<file path="src/rtl/prog_mem_pkg.sv">
// Shared definitions for the loadable program memory: default encodings,
// controller state and the length-counter width helper.
package prog_mem_pkg;

   localparam int unsigned INSTR_W_DEF = 18;
   localparam logic [INSTR_W_DEF-1:0] NOP_INSTR_DEF = '0;

   typedef enum logic {
      ST_LOAD = 1'b0,
      ST_RUN  = 1'b1
   } state_e;

   // Width needed to hold a word count in the range 0..depth inclusive.
   function automatic int unsigned len_w(input int unsigned depth);
      return $clog2(depth + 1);
   endfunction

endpackage

</file>
<file path="src/rtl/prog_mem_array.sv">
// DEPTH x W storage with one synchronous write port and one synchronous,
// read-enabled read port; no reset so it maps onto block RAM.
module prog_mem_array #(
   parameter int unsigned W     = 18,
   parameter int unsigned DEPTH = 256,
   parameter int unsigned AW    = 8
) (
   input  logic          clk,
   input  logic          we,
   input  logic [AW-1:0] waddr,
   input  logic [W-1:0]  wdata,
   input  logic          re,
   input  logic [AW-1:0] raddr,
   output logic [W-1:0]  rdata
);

   logic [W-1:0] mem [DEPTH];
   logic [W-1:0] rdata_q;

   // Read data holds between enabled reads so the fetched word stays stable.
   always_ff @(posedge clk) begin
      if (we) mem[waddr] <= wdata;
      if (re) rdata_q <= mem[raddr];
   end

   assign rdata = rdata_q;

endmodule

</file>
<file path="src/rtl/program_ram.sv">
// Loadable program memory: bootloader streams words in during LOAD, the fetch
// stage reads them with one-cycle latency in RUN; out-of-range fetches fault.
module program_ram import prog_mem_pkg::*; #(
   parameter int unsigned        INSTR_W   = INSTR_W_DEF,
   parameter int unsigned        ADDR_W    = 16,
   parameter int unsigned        DEPTH     = 256,
   parameter logic [INSTR_W-1:0] NOP_INSTR = INSTR_W'(NOP_INSTR_DEF)
) (
   input  logic                      i_clk,
   input  logic                      i_rst_n,
   input  logic                      i_ld_valid,
   input  logic [INSTR_W-1:0]        i_ld_data,
   input  logic                      i_ld_last,
   output logic                      o_ld_ready,
   input  logic                      i_reload,
   input  logic                      i_fetch_req,
   input  logic [ADDR_W-1:0]         i_fetch_addr,
   output logic [INSTR_W-1:0]        o_instr,
   output logic                      o_instr_valid,
   output logic                      o_fault,
   output logic                      o_run,
   output logic [len_w(DEPTH)-1:0]   o_prog_len
);

   localparam int unsigned LEN_W = len_w(DEPTH);
   localparam int unsigned AW    = (DEPTH > 1) ? $clog2(DEPTH) : 1;
   localparam int unsigned CMP_W = (ADDR_W > LEN_W) ? ADDR_W : LEN_W;

   state_e             state_q, state_d;
   logic [AW-1:0]      ld_ptr_q, ld_ptr_d;
   logic [LEN_W-1:0]   prog_len_q, prog_len_d;
   logic               valid_q, valid_d;
   logic               fault_q, fault_d;
   logic               nop_sel_q, nop_sel_d;
   logic               we_c, re_c, oor_c;
   logic [INSTR_W-1:0] rd_data;

   always_comb begin
      state_d    = state_q;
      ld_ptr_d   = ld_ptr_q;
      prog_len_d = prog_len_q;
      valid_d    = 1'b0;
      fault_d    = 1'b0;
      nop_sel_d  = nop_sel_q;
      we_c       = 1'b0;
      re_c       = 1'b0;
      oor_c      = CMP_W'(i_fetch_addr) >= CMP_W'(prog_len_q);

      case (state_q)
         ST_LOAD: begin
            if (i_ld_valid) begin
               we_c       = 1'b1;
               ld_ptr_d   = ld_ptr_q + AW'(1);
               prog_len_d = prog_len_q + LEN_W'(1);
               if (i_ld_last || (ld_ptr_q == AW'(DEPTH - 1))) state_d = ST_RUN;
            end
         end
         ST_RUN: begin
            // The out-of-range flag is registered with the read so the NOP mux
            // lines up with the RAM output a cycle later.
            if (i_fetch_req) begin
               re_c      = 1'b1;
               valid_d   = 1'b1;
               fault_d   = oor_c;
               nop_sel_d = oor_c;
            end
            if (i_reload) begin
               state_d    = ST_LOAD;
               ld_ptr_d   = '0;
               prog_len_d = '0;
            end
         end
         default: state_d = ST_LOAD;
      endcase
   end

   always_ff @(posedge i_clk or negedge i_rst_n) begin
      if (!i_rst_n) begin
         state_q    <= ST_LOAD;
         ld_ptr_q   <= '0;
         prog_len_q <= '0;
         valid_q    <= 1'b0;
         fault_q    <= 1'b0;
         nop_sel_q  <= 1'b1;
      end else begin
         state_q    <= state_d;
         ld_ptr_q   <= ld_ptr_d;
         prog_len_q <= prog_len_d;
         valid_q    <= valid_d;
         fault_q    <= fault_d;
         nop_sel_q  <= nop_sel_d;
      end
   end

   prog_mem_array #(
      .W     (INSTR_W),
      .DEPTH (DEPTH),
      .AW    (AW)
   ) u_mem (
      .clk   (i_clk),
      .we    (we_c),
      .waddr (ld_ptr_q),
      .wdata (i_ld_data),
      .re    (re_c),
      .raddr (i_fetch_addr[AW-1:0]),
      .rdata (rd_data)
   );

   assign o_instr       = nop_sel_q ? NOP_INSTR : rd_data;
   assign o_instr_valid = valid_q;
   assign o_fault       = fault_q;
   assign o_run         = (state_q == ST_RUN);
   assign o_ld_ready    = (state_q == ST_LOAD);
   assign o_prog_len    = prog_len_q;

endmodule

</file>
<file path="config.mk">
export PLATFORM = sky130hd
export DESIGN_NAME = program_ram
export DESIGN_NICKNAME = d
export VERILOG_FILES = /design/src/rtl/prog_mem_pkg.sv /design/src/rtl/prog_mem_array.sv /design/src/rtl/program_ram.sv
export SDC_FILE = /design/constraint.sdc
export NUM_CORES = 2
export LEC_CHECK = 0
export CAP_MARGIN = 20
export CORE_ASPECT_RATIO = 1.1
export CORE_UTILIZATION = 50
export CTS_CLUSTER_SIZE = 20
export DETAILED_ROUTE_END_ITERATION = 7
export PLACE_DENSITY = 0.64
export SLEW_MARGIN = 20
export SYNTH_ARGS = -nofsm -noshare
export SYNTH_HDL_FRONTEND = slang
export SYNTH_MEMORY_MAX_BITS = 65536
export SYNTH_SLANG_ARGS = --single-unit
</file>
<file path="constraint.sdc">
create_clock -name i_clk -period 5.09 [get_ports i_clk]
set_input_delay 1.018 -clock i_clk [delete_from_list [all_inputs] [get_ports i_clk]]
set_output_delay 1.018 -clock i_clk [all_outputs]
set_load 0.01 [all_outputs]
</file>
# After elaboration in Yosys (flattened, before gate mapping)
# Memories as Yosys holds them, arrays and structs flattened. A register that Yosys moved wholly into a read port is not among the register bits.
# Cells that the tools add are included.
[totals] mem_count=1 in_bits=40 out_inout_bits=31 elab_cells=36 ramBits=4608 reg_bits=21
[mem_list] name="u_mem.mem" words=256 width=18 rd=1 rd_ports_with_merged_regs=1 wr=1 line="prog_mem_array.sv:17" text="logic [W-1:0] mem [DEPTH];"
[classes] n_addsub=2 eq_ne=3 n_mux=19 n_bitwise=1 magnitude_cmp=1 reduce_logical=3
[op_table] cell="18-bit 2-to-1 mux" count=1
[op_table] cell="9-bit 2-to-1 mux" count=2
[op_table] cell="9-bit one-hot mux with 2 select lines" count=1
[op_table] cell="16-bit by 9-bit >= comparator with 1-bit output" count=1
[op_table] cell="8-bit 2-to-1 mux" count=2
[op_table] cell="8-bit one-hot mux with 2 select lines" count=1
[op_table] cell="1-bit 2-to-1 mux" count=11
[op_table] cell="9-bit by 1-bit adder with 9-bit output, second input constant" count=1
[op_table] cell="8-bit by 1-bit adder with 8-bit output, second input constant" count=1
[op_table] cell="8-bit == test, second input constant" count=1
[op_table] cell="2-bit inequality test, second input constant" count=2
[op_table] cell="2-bit AND reduction" count=2
[op_table] cell="1-bit one-hot mux with 2 select lines" count=1
[op_table] cell="1-bit logical OR" count=1
[op_table] cell="1-bit inverter" count=1

# Logic depth before layout (Yosys ltp)
[depth] ltp_word=5 depth_mapped=14 mapped_depth_nobuf=9

# Modules after synthesis
# A second synthesis with hierarchy kept.
[hier_totals] cells_unflattened=8425 hier_area_um2=179713.6
[modules_own_cells] module="prog_mem_array" instances=1 seq_area_each_um2=138913.2 cells_each=8281 area_each_um2=178402.4
[modules_own_cells] module="program_ram" instances=1 seq_area_each_um2=526.8 cells_each=144 area_each_um2=1311.3

# Least setup slack after synthesis
# OpenSTA, ideal clock, no wires.
[synth_timing] path_kind="input to register" startpoint="input port i_fetch_addr[0]" endpoint="register fault_q, in the netlist o_fault" required_ns=4.960 path_slack_ns=1.766 n_path_buf=5 arrival_time_ns=3.194 setup_ns=0.130 stages=14 cell_sequence="buf_6 -> buf_4 -> buf_4 -> buf_4 -> inv_4 -> buf_4 -> ha_1 -> nand2b_1 -> a21o_1 -> a21o_1 -> a21oi_1 -> nor2b_1 -> o21ai_0 -> a21oi_1"
[synth_via] elab_chain_cells=3
[synth_rtl] element="start, declared" line="program_ram.sv:17" text="input logic [ADDR_W-1:0] i_fetch_addr,"
[synth_rtl] element="16-bit by 9-bit >= comparator with 1-bit output" line="program_ram.sv:47" text="oor_c = CMP_W'(i_fetch_addr) >= CMP_W'(prog_len_q);"
[synth_rtl] element="1-bit 2-to-1 mux" line="program_ram.sv:61" text="if (i_fetch_req) begin"
[synth_rtl] element="1-bit 2-to-1 mux" line="program_ram.sv:49" text="case (state_q)"
[synth_rtl] element="via fault_d" line="program_ram.sv:33" text="logic fault_q, fault_d;"
[synth_rtl] element="end signal, assigned" line="program_ram.sv:90" text="fault_q <= fault_d;"
[synth_rtl] element="end, declared" line="program_ram.sv:33"
# The timed path passes the listed nets, and every way through them passes these cells.
# A chain may end at the register's enable or synchronous reset.

==> flow_metrics.env <==
export IMPL_layout_common_cells="edfxtp_1 (4626), mux4_2 (918), mux2i_1 (613)"
export IMPL_cts_root_buffer="clkbuf_16"
export IMPL_clk_path_buf_depth=4
export IMPL_grt_setup_unrepaired="no"
export IMPL_setup_ws_ps=597.9
export IMPL_syn_to_final_growth_pct=14.29
export IMPL_path_max_fanout=53
export IMPL_async_reset_ff_share_pct=0.4519
export IMPL_cts_tree="yes"
export IMPL_path_class="input port to register"
export IMPL_max_freq_mhz=222.6
export IMPL_design_area_um2=202700
export IMPL_hold_ws_ps=446.3
export IMPL_grt_use_met1_pct=34.86
export IMPL_design_core_area_um2=353300
export IMPL_dieArea_um2=357200
export IMPL_pre_cts_slack_ps=-219.5
export IMPL_die_w_um=569.9
export IMPL_io_pins=71
export IMPL_critPathCaptureType="register"
export IMPL_report_final_setup_viol=0
export IMPL_grt_util_met2_pct=43.67
export IMPL_hpwl_mm=286.8
export IMPL_post_route_period_util_pct=88.25
export IMPL_dr_pass1_iters=6
export IMPL_post_dp_cell_area_um2=187800
export IMPL_num_fill_cells=25387
export IMPL_grtUsageMet3_pct=4.816
export IMPL_power_density_nw_per_um2=397.5
export IMPL_drc=0
export IMPL_fin_skew_ps=68.84
export IMPL_clock_sinks=4647
export IMPL_grt_pass1_vias=87545
export IMPL_antenna_found_initial=19
export IMPL_clock_latency_ps=1010
export IMPL_top_usage_layer="met2"
export IMPL_yosys_warnings=0
export IMPL_clkTransAtPathRegs_ps=60
export IMPL_final_common_cell="edfxtp_1"
export IMPL_synth_edf_count=4626
export IMPL_num_vias=87275
export IMPL_finalHoldViolCount=0
export IMPL_syn_avg_cell_area_um2=21.94
export IMPL_viasPerCell=6.291
export IMPL_start_kind="input port"
export IMPL_grt_ovfl_total=0
export IMPL_crit_arrival_ps=5180
export IMPL_total_power_w=0.08059
export IMPL_hp_class="input port to register"
export IMPL_track_usage_pct=26.65
export IMPL_ir_worst_vdd_mv=0.3818
export IMPL_synth_cells=8085
export IMPL_cts_made_buffers=451
export IMPL_maxSlewViolCount=0
export IMPL_postRouteWirelength_mm=477.4
export IMPL_worst_pin_slew_ps=1303
export IMPL_finalCriticalPeriod_ps=4492
export IMPL_wl_per_cell_um=34.41
export IMPL_htree_levels=5
export IMPL_start_util_pct=50.21
export IMPL_critical_path_required_ps=5770
export IMPL_nets=8802
export IMPL_slew_headroom_pct=13.14
export IMPL_syn_area_um2=177400
export IMPL_netlist_cell_type_count=49
export IMPL_fp_dieH_um=626.7
export IMPL_rows=229
export IMPL_gp_congestion=0.9479
export IMPL_synth_ff_type="edfxtp_1"
export IMPL_p_leak_nw=64.57
export IMPL_cts_setup_buffers=0
export IMPL_r2r_slack_ps=1610
export IMPL_max_cap_violations=0
export IMPL_synth_net_count=8139
export IMPL_fin_tns_setup_ps=0
export IMPL_ant_nets=0
export IMPL_grt_max_degree=133
export IMPL_drt_initial_drc_count=11250
export IMPL_outcome="completed"
export IMPL_yosysSeqAreaShare_pct=78.60
export IMPL_port_buffers=70
export IMPL_drive_gt1_share_pct=26.92
export IMPL_grt_first_pass_wirelength_mm=668.5
export IMPL_ys_ff_latch=4647
-- worst max-delay path, cell delays in order --
cell and delay (ps):
clkdlybuf4s50_1 930, buf_4 460, nand2_4 360, buf_12 360
o22ai_1 150, nor4_1 960, a21oi_1 400, nand4_1 390
a211oi_1 90
-- cells by family after synthesis --
kind of cell / count (synthesis) / synth area share [%]
XOR/XNOR: 4 / 0.01975
adder cells (fa/ha/maj): 14 / 0.09874
multiplexers: 1531 / 15.11
AND/OR/NAND/NOR: 620 / 1.626
AO/OA/AOI/OAI: 782 / 3.051
flip-flops: 4647 / 78.60
buffers and inverters: 487 / 1.490
-- state kept, by name (all words and copies together) (netlist names) --
register	flops
u_mem.mem	4608
u_mem.rdata	18
o_prog_len	9
ld_ptr_q	8
nop_sel_q	1
o_fault	1
o_instr_valid	1
o_run	1
-- repair_timing --
item / CTS / global route
resized for setup: 0 / 0
endpoints found under the hold margin: 0 / 15
hold buffers: 0 / 1
-- final timing paths --
kind	endpoint	start	cells past startpoint
worst max-delay path	u_mem.rdata[1]	i_fetch_addr[4]	9
worst min-delay path	u_mem.mem[51][0]	i_ld_data[0]	1
worst max register to register	u_mem.mem[123][14]	ld_ptr_q[3]	5
worst min register to register	o_prog_len[7]	o_prog_len[7]	1
max in group asynchronous	nop_sel_q	i_rst_n	2
min in group asynchronous	o_prog_len[8]	i_rst_n	2
-- cell usage after synthesis, types with 30 or more instances --
library cell	count	area, um^2
a221oi_1	36	315.3
buf_6	30	337.8
buf_4	87	653.1
nand2_1	43	161.4
nor3_1	41	205.2
nor2b_1	31	193.9
nor2_1	325	1220
nand3_1	35	175.2
a22o_1	111	972.2
o21ai_0	34	170.2
edfxtp_1	4626	138900
buf_1	30	112.6
a21oi_1	41	205.2
clkbuf_1	200	750.7
o22ai_1	341	2133
mux2i_1	613	6136
a22oi_1	125	938.4
nor4_1	94	588.1
a31oi_1	48	300.3
buf_2	112	560.5
mux4_2	918	20670
-- routing by layer --
metal  vias up  wire [um]
met1     46710     178100
li1      35624          -
met3       816      38960
met4         4      25270
met2      4121     235100
met5         -         23
-- area by class of cell --
class / instances / area [um^2] / area share [%]
clock buffer: 545 / 11810 / 5.824
timing repair buffer: 683 / 6339 / 3.126
antenna: 10 / 25.02 / 0.01234
sequential: 4647 / 139400 / 68.78
inverter: 14 / 55.05 / 0.02715
clock inverter: 287 / 3128 / 1.543
multi-input combinational: 2951 / 36030 / 17.77
tap: 4735 / 5924 / 2.922
-- report_power, final --
| group | leakage [nW] | internal [W] | switching, W |
|---|---|---|---|
| clock | 7.31 | 0.0196 | 0.0143 |
| combinational | 15.4 | 0.00142 | 0.00290 |
| sequential | 41.9 | 0.0422 | 0.0000965 |
| total | 64.6 | 0.0633 | 0.0173 |
-- per-stage QoR --
stage / std cells / util (%)
floorplan: 8085 / -
global placement: 13028 / 53.15
detailed placement: 13029 / 53.15
CTS: 13861 / 57.38
global route: 13867 / 57.39
finish: 13872 / 57.39
(Power assumes the default switching activity.)
